===== config.mk =====
export PLATFORM = sky130hd
export DESIGN_NAME = mlow_codec_scheduler
export DESIGN_NICKNAME = d
export VERILOG_FILES = /design/src/rtl/mlow_codec_scheduler.sv
export SDC_FILE = /design/constraint.sdc
export NUM_CORES = 1
export LEC_CHECK = 0
export ABC_AREA = 1
export CELL_PAD_IN_SITES_DETAIL_PLACEMENT = 0
export CELL_PAD_IN_SITES_GLOBAL_PLACEMENT = 1
export CORE_UTILIZATION = 35
export DETAILED_ROUTE_END_ITERATION = 6
export GPL_ROUTABILITY_DRIVEN = 1
export HOLD_SLACK_MARGIN = 0.12
export PLACE_DENSITY_LB_ADDON = 0.1
export SYNTH_ARGS = -nofsm -noshare
export SYNTH_HDL_FRONTEND = slang
export SYNTH_SLANG_ARGS = --single-unit

===== constraint.sdc =====
create_clock -name clk_i -period 1.8 [get_ports clk_i]
set_input_delay 0.36 -clock clk_i [delete_from_list [all_inputs] [get_ports clk_i]]
set_output_delay 0.36 -clock clk_i [all_outputs]
set_load 0.005 [all_outputs]

===== src/rtl/mlow_codec_scheduler.sv =====
// Arbitrates the shared MLow codec core between encode (audio frames) and
// decode (received packets): round-robin grant, start pulse, watchdog supervision.

module mlow_frame_cnt #(
  parameter int CNT_W = 16
) (
  input  logic             clk_i,
  input  logic             reset_n_i,
  input  logic             inc,
  output logic [CNT_W-1:0] cnt
);

  always_ff @(posedge clk_i or negedge reset_n_i) begin
    if (!reset_n_i)  cnt <= '0;
    else if (inc)    cnt <= cnt + 1'b1;
  end

endmodule

module mlow_codec_scheduler #(
  parameter int TIMEOUT_CYCLES = 1024,
  parameter int TMO_W          = 16,
  parameter int CNT_W          = 16
) (
  input  logic             clk_i,
  input  logic             reset_n_i,
  input  logic             enc_en_i,
  input  logic             dec_en_i,
  input  logic [3:0]       bitrate_sel_i,
  input  logic [1:0]       bandwidth_sel_i,
  input  logic             frame_bus_valid_i,
  output logic             frame_bus_ready_o,
  input  logic             pkt_rx_valid_i,
  output logic             pkt_rx_ready_o,
  output logic             core_start_o,
  output logic             core_op_o,
  output logic             core_abort_o,
  input  logic             core_done_i,
  input  logic             core_error_i,
  output logic [3:0]       cfg_bitrate_o,
  output logic [1:0]       cfg_bandwidth_o,
  input  logic             err_clr_i,
  output logic             busy_o,
  output logic             error_o,
  output logic [CNT_W-1:0] enc_frames_o,
  output logic [CNT_W-1:0] dec_frames_o,
  output logic [7:0]       timeout_cnt_o
);

  localparam logic [1:0] S_IDLE  = 2'd0;
  localparam logic [1:0] S_START = 2'd1;
  localparam logic [1:0] S_WAIT  = 2'd2;

  localparam logic [TMO_W-1:0] WDOG_LOAD = TMO_W'(TIMEOUT_CYCLES - 1);

  logic [1:0]       state, state_nxt;
  logic             last_op;
  logic [TMO_W-1:0] wdog;
  logic             req_e, req_d, gnt_e, gnt_d;
  logic             in_idle, in_wait, done_ok, tmo_hit, err_set;

  assign in_idle = (state == S_IDLE);
  assign in_wait = (state == S_WAIT);

  // On a tie the side opposite the last granted op wins; last_op resets to decode.
  assign req_e = frame_bus_valid_i & enc_en_i;
  assign req_d = pkt_rx_valid_i & dec_en_i;
  assign gnt_e = req_e & (~req_d | ~last_op);
  assign gnt_d = req_d & (~req_e |  last_op);

  assign frame_bus_ready_o = in_idle & gnt_e;
  assign pkt_rx_ready_o    = in_idle & gnt_d;

  // Done in the last watchdog cycle takes priority over the abort.
  assign done_ok = in_wait & core_done_i;
  assign tmo_hit = in_wait & ~core_done_i & (wdog == '0);
  assign err_set = (done_ok & core_error_i) | tmo_hit;

  assign core_start_o = (state == S_START);
  assign core_abort_o = tmo_hit;

  always_comb begin
    state_nxt = state;
    case (state)
      S_IDLE:  if (gnt_e | gnt_d)      state_nxt = S_START;
      S_START:                         state_nxt = S_WAIT;
      S_WAIT:  if (done_ok | tmo_hit)  state_nxt = S_IDLE;
      default:                         state_nxt = S_IDLE;
    endcase
  end

  always_ff @(posedge clk_i or negedge reset_n_i) begin
    if (!reset_n_i) begin
      state           <= S_IDLE;
      busy_o          <= 1'b0;
      core_op_o       <= 1'b0;
      last_op         <= 1'b0;
      cfg_bitrate_o   <= 4'h0;
      cfg_bandwidth_o <= 2'b00;
    end else begin
      state  <= state_nxt;
      busy_o <= (state_nxt != S_IDLE);
      if (in_idle && (gnt_e || gnt_d)) begin
        core_op_o       <= gnt_e;
        last_op         <= gnt_e;
        cfg_bitrate_o   <= bitrate_sel_i;
        cfg_bandwidth_o <= bandwidth_sel_i;
      end
    end
  end

  always_ff @(posedge clk_i or negedge reset_n_i) begin
    if (!reset_n_i)                   wdog <= '0;
    else if (state == S_START)        wdog <= WDOG_LOAD;
    else if (in_wait && wdog != '0)   wdog <= wdog - 1'b1;
  end

  // Set beats clear when both land in the same cycle.
  always_ff @(posedge clk_i or negedge reset_n_i) begin
    if (!reset_n_i)      error_o <= 1'b0;
    else if (err_set)    error_o <= 1'b1;
    else if (err_clr_i)  error_o <= 1'b0;
  end

  always_ff @(posedge clk_i or negedge reset_n_i) begin
    if (!reset_n_i)                             timeout_cnt_o <= 8'h00;
    else if (tmo_hit && timeout_cnt_o != 8'hFF) timeout_cnt_o <= timeout_cnt_o + 8'h01;
  end

  // Index 1 counts encodes, index 0 decodes.
  logic [1:0][CNT_W-1:0] frame_cnt;
  logic [1:0]            frame_inc;

  for (genvar g = 0; g < 2; g++) begin : g_cnt
    assign frame_inc[g] = done_ok & ((g == 1) ? core_op_o : ~core_op_o);
    mlow_frame_cnt #(.CNT_W(CNT_W)) u_cnt (
      .clk_i     (clk_i),
      .reset_n_i (reset_n_i),
      .inc       (frame_inc[g]),
      .cnt       (frame_cnt[g])
    );
  end

  assign enc_frames_o = frame_cnt[1];
  assign dec_frames_o = frame_cnt[0];

endmodule


### Word level (Yosys, flattened, before mapping)

Index checks and enable logic that the tools add are counted.

| storage, ports and cells | value |
|---|---|
| bits of input ports | 15 |
| word-level logic and storage cells | 55 |
| register bits after elaboration | 67 |
| output and inout bits | 53 |

| operators by class | value |
|---|---|
| reduce and logical (&&, ||, !) cells | 10 |
| add/sub/neg operators | 4 |
| bitwise operators | 21 |
| multiplexer cells | 7 |
| equality and inequality tests | 3 |

Operators by type and width:

| cell | count |
|---|---|
| 16-bit by 1-bit adder with 16-bit output (second input constant) | 2 |
| 16-bit 2-to-1 mux | 2 |
| 16-bit logical NOT | 1 |
| 16-bit nonzero test | 1 |
| 16-bit by 1-bit subtractor with 16-bit output (second input constant) | 1 |
| 1-bit AND | 12 |
| 8-bit by 1-bit adder with 8-bit output (second input constant) | 1 |
| 8-bit != test (second input constant) | 1 |
| 2-bit case mux with 3 select lines | 1 |
| 2-bit nonzero test | 3 |
| 1-bit bitwise OR | 5 |
| 2-bit 2-to-1 mux | 2 |
| 1-bit inverter | 4 |
| 1-bit logical AND | 3 |
| 2-bit by 1-bit equality test with 1-bit output (second input constant) | 1 |
| 2-bit equality test (second input constant) | 1 |
| 2-bit logical NOT | 1 |
| 1-bit 2-to-1 mux | 2 |
| 1-bit logical OR | 1 |

### Depth between registers and ports, before layout

Gate-level depths: netlist (run 1).

| logic depth | value |
|---|---|
| depth in word-level cells | 8 |
| gate-level depth with buffers | 10 |
| mapped depth without buffers | 10 |

### Cells and area by module

A second synthesis (run 1) with hierarchy kept.

| unflattened totals | value |
|---|---|
| cells, all modules | 462 |
| area total of the unflattened synthesis | 3672.3 um^2 |

By module, submodules not included:

| module | cells each | area each (um^2) | seq. area each (um^2) | instances |
|---|---|---|---|---|
| mlow_codec_scheduler | 268 | 2045.7 | 875.8 | 1 |
| mlow_frame_cnt | 97 | 813.3 | 400.4 | 2 |

### Least setup slack after synthesis (run 1)

OpenSTA, ideal clock, no wires.

| timing path | value |
|---|---|
| kind | reg-to-reg |
| from | register wdog[0] |
| to | register timeout_cnt_o[6] |
| data required time | 1.679 ns |
| path slack | 0.325 ns |
| cell stages (with the launch flop) | 11 |
| path buffers | 1 |
| clock period less this slack | 1.475 ns |
| library setup time | 0.121 ns |
| arrival | 1.353 ns |
| path through | dfrtp_1 > inv_1 > ha_1 > nand2_2 > nor2_4 > nand2_4 > nor2_4 > nand2_2 > buf_6 > nand2_2 > o21ai_2 |

| between the ends | value |
|---|---|
| longest elaborated chain between the ends | 3 |

Ends and longest elaborated chain:

| item | RTL line | RTL |
|---|---|---|
| start: declaration | 58 | `logic [TMO_W-1:0] wdog;` |
| start signal: assignment | 115 | `else if (in_wait && wdog != '0) wdog <= wdog - 1'b1;` |
| 16-bit logical NOT | 76 | `assign tmo_hit = in_wait & ~core_done_i & (wdog == '0);` |
| 1-bit AND | 76 |  |
| 1-bit logical AND | 127 | `else if (tmo_hit && timeout_cnt_o != 8'hFF) timeout_cnt_o <= timeout_cnt_o + 8'h01;` |
| end signal: assignment | 127 |  |
| end: declaration | 47 | `output logic [7:0] timeout_cnt_o` |

Every way passes these cells.
A chain may end at the register's enable or synchronous reset.

### Worst setup path after layout (run 1)

| timing path | value |
|---|---|
| from | register wdog[9] |
| to | output port core_abort_o |

| between the ends | value |
|---|---|
| longest elaborated chain between the ends | 2 |

Ends and longest elaborated chain:

| item | RTL line | RTL |
|---|---|---|
| 16-bit logical NOT | 76 |  |
| 1-bit AND | 76 |  |
| end: declaration | 37 | `output logic core_abort_o,` |

Every way passes these cells.

==> flow_metrics.env, run 1 <==
export IMPL_setup_violations=0
export IMPL_fin_crit_ns=1.77
export IMPL_drt_initial_drc_count=175
export IMPL_nFillCells=1061
export IMPL_fp_dieW_um=106
export IMPL_crit_type="reg2out"
export IMPL_cts_buffers=9
export IMPL_status="finished, final reports clean"
export IMPL_p_int_w=0.00380
export IMPL_worstPathMaxFanout=2
export IMPL_grt_pass1_wl_um=16300
export IMPL_htreeDepth=3
export IMPL_cts_root_buf="clkbuf_8"
export IMPL_start_util_pct=36.5
export IMPL_drv_slew=0
export IMPL_drive_gt1_share_pct=21.2
export IMPL_fin_ws_ns=0.0316
export IMPL_holdWs_ns=0.510
export IMPL_mostFrequentLayoutCell="nand2_1"
export IMPL_startpoint_type="flip-flop"
export IMPL_final_core_util_pct=50.5
export IMPL_hold_viol=0
export IMPL_finalCritPeriodShare_pct=98.2
export IMPL_cp_arrival_ns=1.41
export IMPL_power_leakage_nw=2.50
export IMPL_tritoncts="built"
export IMPL_synth_area_per_cell_um2=7.70
export IMPL_slew_limit_headroom_pct=75.0
export IMPL_syn_num_nets=516
export IMPL_clock_latency_ns=0.34
export IMPL_totalWireLength_um=9660
export IMPL_worstPathRequired_ns=1.44
export IMPL_antenna_found_initial=0
export IMPL_grt_max_degree=68
export IMPL_synth_seq_cells=67
export IMPL_cap_violations=0
export IMPL_post_drt_wl_per_cell_um=12.6
export IMPL_coreArea_um2=10500
export IMPL_switchingPower_w=0.00223
export IMPL_core_rowCount=37
export IMPL_power_frac_clock_pct=20.8
export IMPL_dieArea_um2=11300
export IMPL_peakVddDrop_mv=0.527
export IMPL_worst_pin_slew_ns=0.375
export IMPL_clk_pin_slew_ns=0.08
export IMPL_grt_pass1_vias=3445
export IMPL_synthArstFlopShare_pct=100
export IMPL_fp_dieH_um=106
export IMPL_synthDistinctLibCells=32
export IMPL_pwr_share_seq_pct=35.5
export IMPL_gr_usage_all_layers_pct=18.2
export IMPL_cts_buffer_depth=2
export IMPL_fin_nets=643
export IMPL_portBuffers=67
export IMPL_skew_ns=0.0135
export IMPL_syn_area_um2=3820
export IMPL_final_cell_mix="nand2_1, dfrtp_1, clkdlybuf4s50_1, nor2_1, buf_4"
export IMPL_final_antenna_net_count=0
export IMPL_num_vias=3553
export IMPL_max_freq_ghz=0.565
export IMPL_rsz0062_at_grt="true"
export IMPL_area_growth_pct=38.3
export IMPL_hp_class="reg2reg"
export IMPL_cts_sinks=67
export IMPL_place_ws_ns=-0.250
export IMPL_p_comb_share_pct=43.7
export IMPL_yosys_warnings=0
export IMPL_first_pass_iters=5
export IMPL_syn_inst=496
export IMPL_place_gp_congestion=0.782
export IMPL_yosys_most_used_dff="dfrtp_1"
export IMPL_io_pins=68
export IMPL_diodes=0
export IMPL_end_kind="output port"
export IMPL_power_per_cell_area_nw_per_um2=1140
export IMPL_fin_tns_setup_ns=0
export IMPL_p_sw_share_pct=37.0
export IMPL_dp_hpwl_um=6900
export IMPL_via_per_inst=4.65
export IMPL_grt_ovfl_total=0
export IMPL_ys_seq_area_share_pct=43.9
export IMPL_synth_edf_count=0
export IMPL_drc=0
[flip-flops by register name, summed over array words and instances, names as in the netlist]
signal	cells
g_cnt.u_cnt.cnt	32
wdog	16
timeout_cnt_o	8
cfg_bitrate_o	4
cfg_bandwidth_o	2
state	2
busy_o	1
error_o	1
last_op	1
[worst paths after layout]
| kind | from | end | slack, ns | cells past startpoint |
|---|---|---|---|---|
| worst max register to register | state[0] | g_cnt[1].u_cnt.cnt[12] | 0.16 | 9 |
| min in group asynchronous | reset_n_i | timeout_cnt_o[5] | 0.57 | 3 |
| worst min register to register | cfg_bitrate_o[1] | cfg_bitrate_o[1] | 0.51 | 1 |
| worst min-delay path | cfg_bitrate_o[1] | cfg_bitrate_o[1] | 0.51 | 1 |
| max in group asynchronous | reset_n_i | wdog[4] | 0.92 | 3 |
| worst max-delay path | wdog[9] | core_abort_o | 0.03 | 6 |
[per-layer routing]
layer | wire length (um) | track usage [%] | vias up | part of all wire, %
met5 | 0 | 0 | - | 0
met4 | 89 | 4.99 | 0 | 0.92
met3 | 367 | 3.74 | 7 | 3.8
met2 | 4580 | 29.9 | 68 | 47
met1 | 4620 | 24.2 | 1661 | 48
li1 | - | - | 1817 | -
[metrics by stage]
stage | instance area (um2) | cells | power, W
floorplan | 3820 | 496 | 0.00343
global placement | 4980 | 740 | 0.00464
detailed placement | 4980 | 740 | 0.00468
CTS | 5230 | 760 | 0.00603
global route | 5280 | 764 | 0.00651
finish | 5280 | 764 | 0.00604
[power by group through the flow]
| stage | clock network [W] | logic [W] | registers, W |
|---|---|---|---|
| final | 0.00125 | 0.00264 | 0.00215 |
| after global routing | 0.00135 | 0.00296 | 0.00220 |
| after CTS | 0.00129 | 0.00260 | 0.00214 |
| after detailed placement | 0 | 0.00252 | 0.00216 |
| after global placement | 0 | 0.00249 | 0.00215 |
| after floorplan | 0 | 0.00128 | 0.00216 |
[kinds of logic after synthesis]
group                    count (synthesis)  share of synthesized area, %
AO/OA/AOI/OAI                           27                          4.65
XOR/XNOR                                27                          6.19
AND/OR/NAND/NOR                        306                          35.5
adder cells (fa/ha/maj)                  5                          1.64
buffers and inverters                   58                          6.29
flip-flops                              67                          43.9
multiplexers                             6                          1.77
[cells in the mapped netlist, types with 2 or more instances]
library cell	n	share of area, %
a21oi_1	4	0.52
buf_4	2	0.39
buf_6	2	0.59
dfrtp_1	67	44
ha_1	5	1.6
inv_1	47	4.6
inv_2	6	0.59
mux2_2	6	1.8
nand2_1	171	17
nand2_2	7	1.1
nand2_4	2	0.59
nand3_1	37	4.9
nand3b_1	2	0.39
nand4_1	10	1.6
nor2_1	56	5.5
nor2_2	5	0.82
nor2_4	6	1.8
nor3_1	3	0.39
nor3_2	2	0.52
o21ai_0	6	0.79
o21ai_1	5	0.66
o21ai_2	9	2.1
or2_2	2	0.33
xnor2_1	13	3.0
xor2_1	14	3.2
[layout make-up]
cell class	instances	area (um2)	share of cell area (%)
inverter	53	199	3.77
timing repair buffer	121	1090	20.6
sequential	67	1680	31.8
tap	136	170	3.22
clock buffer	11	131	2.49
multi-input combinational	371	1960	37.1
clock inverter	5	53.8	1.02
[worst max-delay path: stages (launching register included)]
cell     delay [ns]
dfrtp_1        0.40
nor2_2         0.14
nand2_1        0.09
nor2_1         0.14
nand2_2        0.11
nor2_4         0.10
buf_2          0.12
[what timing repair did]
action                                  in CTS  in global routing
buffers inserted                             3                  4
endpoints found under the setup margin       4                  3
pin swaps                                    6                  2
resized for setup                           19                 11
hold buffers                                 1                  0
hold endpoints to repair                    67                  0
Power figures use the tool's default switching activity.
==> inputs of run 2 (changes only) <==
--- a/config.mk
+++ b/config.mk
@@ -6,6 +6,7 @@
 export NUM_CORES = 1
 export LEC_CHECK = 0
 export ABC_AREA = 1
+export CAP_MARGIN = 5
 export CELL_PAD_IN_SITES_DETAIL_PLACEMENT = 0
 export CELL_PAD_IN_SITES_GLOBAL_PLACEMENT = 1
 export CORE_UTILIZATION = 35
@@ -16,3 +17,4 @@
 export SYNTH_ARGS = -nofsm -noshare
 export SYNTH_HDL_FRONTEND = slang
 export SYNTH_SLANG_ARGS = --single-unit
+export TNS_END_PERCENT = 10
==> flow_metrics.env, run 2 (synthesis results as in run 1) <==
export IMPL_clk_pin_slew_ns=0.08
export IMPL_power_frac_clock_pct=20.8
export IMPL_cp_arrival_ns=1.41
export IMPL_slowest_stage="dfrtp_1"
export IMPL_rrSetupSlack_ns=0.16
export IMPL_p_sw_share_pct=37.0
export IMPL_fin_nets=641
export IMPL_switchingPower_w=0.00223
export IMPL_pwr_share_seq_pct=35.7
export IMPL_power_leakage_nw=2.51
export IMPL_seqCellArea_um2=1680
export IMPL_cp_cell_sequence="nor2_2, nand2_1, nor2_1, nand2_2, nor2_4, buf_2"
export IMPL_rsz0062_at_grt="true"
export IMPL_cap_violations=0
export IMPL_totalWireLength_um=9630
export IMPL_fp_dieH_um=106
export IMPL_status="finished, final reports clean"
export IMPL_startpoint_type="flip-flop"
export IMPL_worst_pin_slew_ns=0.374
export IMPL_hp_class="reg2reg"
export IMPL_area_growth_pct=38.0
export IMPL_gr_usage_all_layers_pct=18.2
export IMPL_final_antenna_net_count=0
export IMPL_via_per_inst=4.66
export IMPL_fin_crit_ns=1.77
export IMPL_grt_pass1_wl_um=16300
export IMPL_skew_ns=0.0137
export IMPL_mostFrequentLayoutCell="nand2_1"
export IMPL_power_per_cell_area_nw_per_um2=1140
export IMPL_drv_slew=0
export IMPL_peakVddDrop_mv=0.525
export IMPL_start_util_pct=36.5
export IMPL_place_area_um2=4980
export IMPL_nFillCells=1061
export IMPL_io_pins=68
export IMPL_p_total_w=0.00601
export IMPL_dieArea_um2=11300
export IMPL_max_stage_delay_ns=0.40
export IMPL_grt_pass1_vias=3445
export IMPL_end_kind="output port"
export IMPL_final_cell_mix="nand2_1, dfrtp_1, clkdlybuf4s50_1, nor2_1, buf_4"
export IMPL_largest_register_ffs=32
export IMPL_slew_limit_headroom_pct=75.1
export IMPL_grt_max_degree=68
export IMPL_place_gp_congestion=0.782
export IMPL_worstPathRequired_ns=1.44
export IMPL_coreArea_um2=10500
export IMPL_cts_root_buf="clkbuf_8"
export IMPL_finalCritPeriodShare_pct=98.3
export IMPL_first_pass_iters=7
export IMPL_cts_buffer_depth=2
export IMPL_fin_ws_ns=0.0305
export IMPL_setup_violations=0
export IMPL_cts_buffers=9
export IMPL_holdWs_ns=0.510
export IMPL_tritoncts="built"
export IMPL_num_vias=3551
export IMPL_p_comb_share_pct=43.4
export IMPL_diodes=0
export IMPL_drt_initial_drc_count=181
export IMPL_clock_latency_ns=0.34
export IMPL_cts_sinks=67
export IMPL_drive_gt1_share_pct=20.9
export IMPL_hold_viol=0
export IMPL_p_int_w=0.00379
export IMPL_antenna_found_initial=0
export IMPL_grt_ovfl_total=0
export IMPL_fp_dieW_um=106
export IMPL_portBuffers=67
export IMPL_drc=0
export IMPL_top_register="g_cnt.u_cnt.cnt"
export IMPL_final_cell_area_um2=5270
export IMPL_max_freq_ghz=0.565
export IMPL_dp_hpwl_um=6900
export IMPL_crit_type="reg2out"
export IMPL_worstPathMaxFanout=2
export IMPL_place_ws_ns=-0.250
export IMPL_reg_largest_list="g_cnt.u_cnt.cnt x32, wdog x16, timeout_cnt_o x8"
export IMPL_multiInputGateArea_um2=1960
export IMPL_htreeDepth=3
export IMPL_core_rowCount=37
export IMPL_post_drt_wl_per_cell_um=12.6
[run 2: changes by cell type in the layout (fill, tap and decap cells not counted)]
| cell | change |
|---|---|
| buf_4 | -2 |
| clkdlybuf4s15_1 | -1 |
| dlymetal6s2s_1 | +1 |
[run 2: repair_timing]
action                     in CTS  in global routing
hold endpoints to repair       67                  0
hold buffers                    1                  0
setup endpoints to repair       4                  4
pin swaps                       5                  2
gates resized for setup        18                 11
setup buffers                   3                  2
[run 2: metal layers]
metal  up-vias  GRT usage [%]  part of all wire (%)
met1      1668           24.2                    48
met5         -              0                     0
li1       1814              -                     -
met2        62           29.8                    47
met3         7           3.74                   3.6
met4         0           4.99                  0.96
[run 2: path summary, 6_finish.rpt]
kind / start / endpoint / cells after the start
hold reg to reg: cfg_bitrate_o[1] / cfg_bitrate_o[1] / 1
hold / removal: cfg_bitrate_o[1] / cfg_bitrate_o[1] / 1
min in group asynchronous: reset_n_i / timeout_cnt_o[5] / 3
setup / recovery: wdog[9] / core_abort_o / 6
max in group asynchronous: reset_n_i / wdog[4] / 3
setup reg to reg: state[0] / g_cnt[1].u_cnt.cnt[12] / 9
[run 2: worst max-delay path, delay by kind of cell, from the launching register on]
family                 cells  cell delay [ns]
buffers and inverters      1             0.12
flip-flops                 1             0.40
AND/OR/NAND/NOR            5             0.58
[run 2: per-stage QoR]
| step | TNS [ns] | utilization (%) | instances |
|---|---|---|---|
| after detailed placement | -1.95 | 47.6 | 740 |
| after global routing | -0.120 | 50.3 | 762 |
| after floorplan | 0 | - | 496 |
| final | 0 | 50.3 | 762 |
| after CTS | -0.0866 | 50.0 | 760 |
| after global placement | -1.27 | 47.6 | 740 |
[run 2: final cells by class]
| type | instances | share of cell area [%] |
|---|---|---|
| Timing Repair Buffer | 119 | 20.4 |
| Clock buffer | 11 | 2.49 |
| Multi-Input combinational cell | 371 | 37.2 |
| Tap cell | 136 | 3.23 |
| Inverter | 53 | 3.78 |
| Clock inverter | 5 | 1.02 |
| Sequential cell | 67 | 31.9 |
[run 2: power by group through the flow]
stage	combinational (W)	sequential (W)	clock, W
4_1_cts	0.00260	0.00214	0.00129
3_5_place_dp	0.00252	0.00216	0
5_1_grt	0.00293	0.00220	0.00135
3_3_place_gp	0.00249	0.00215	0
6_report	0.00261	0.00215	0.00125
2_1_floorplan	0.00128	0.00216	0
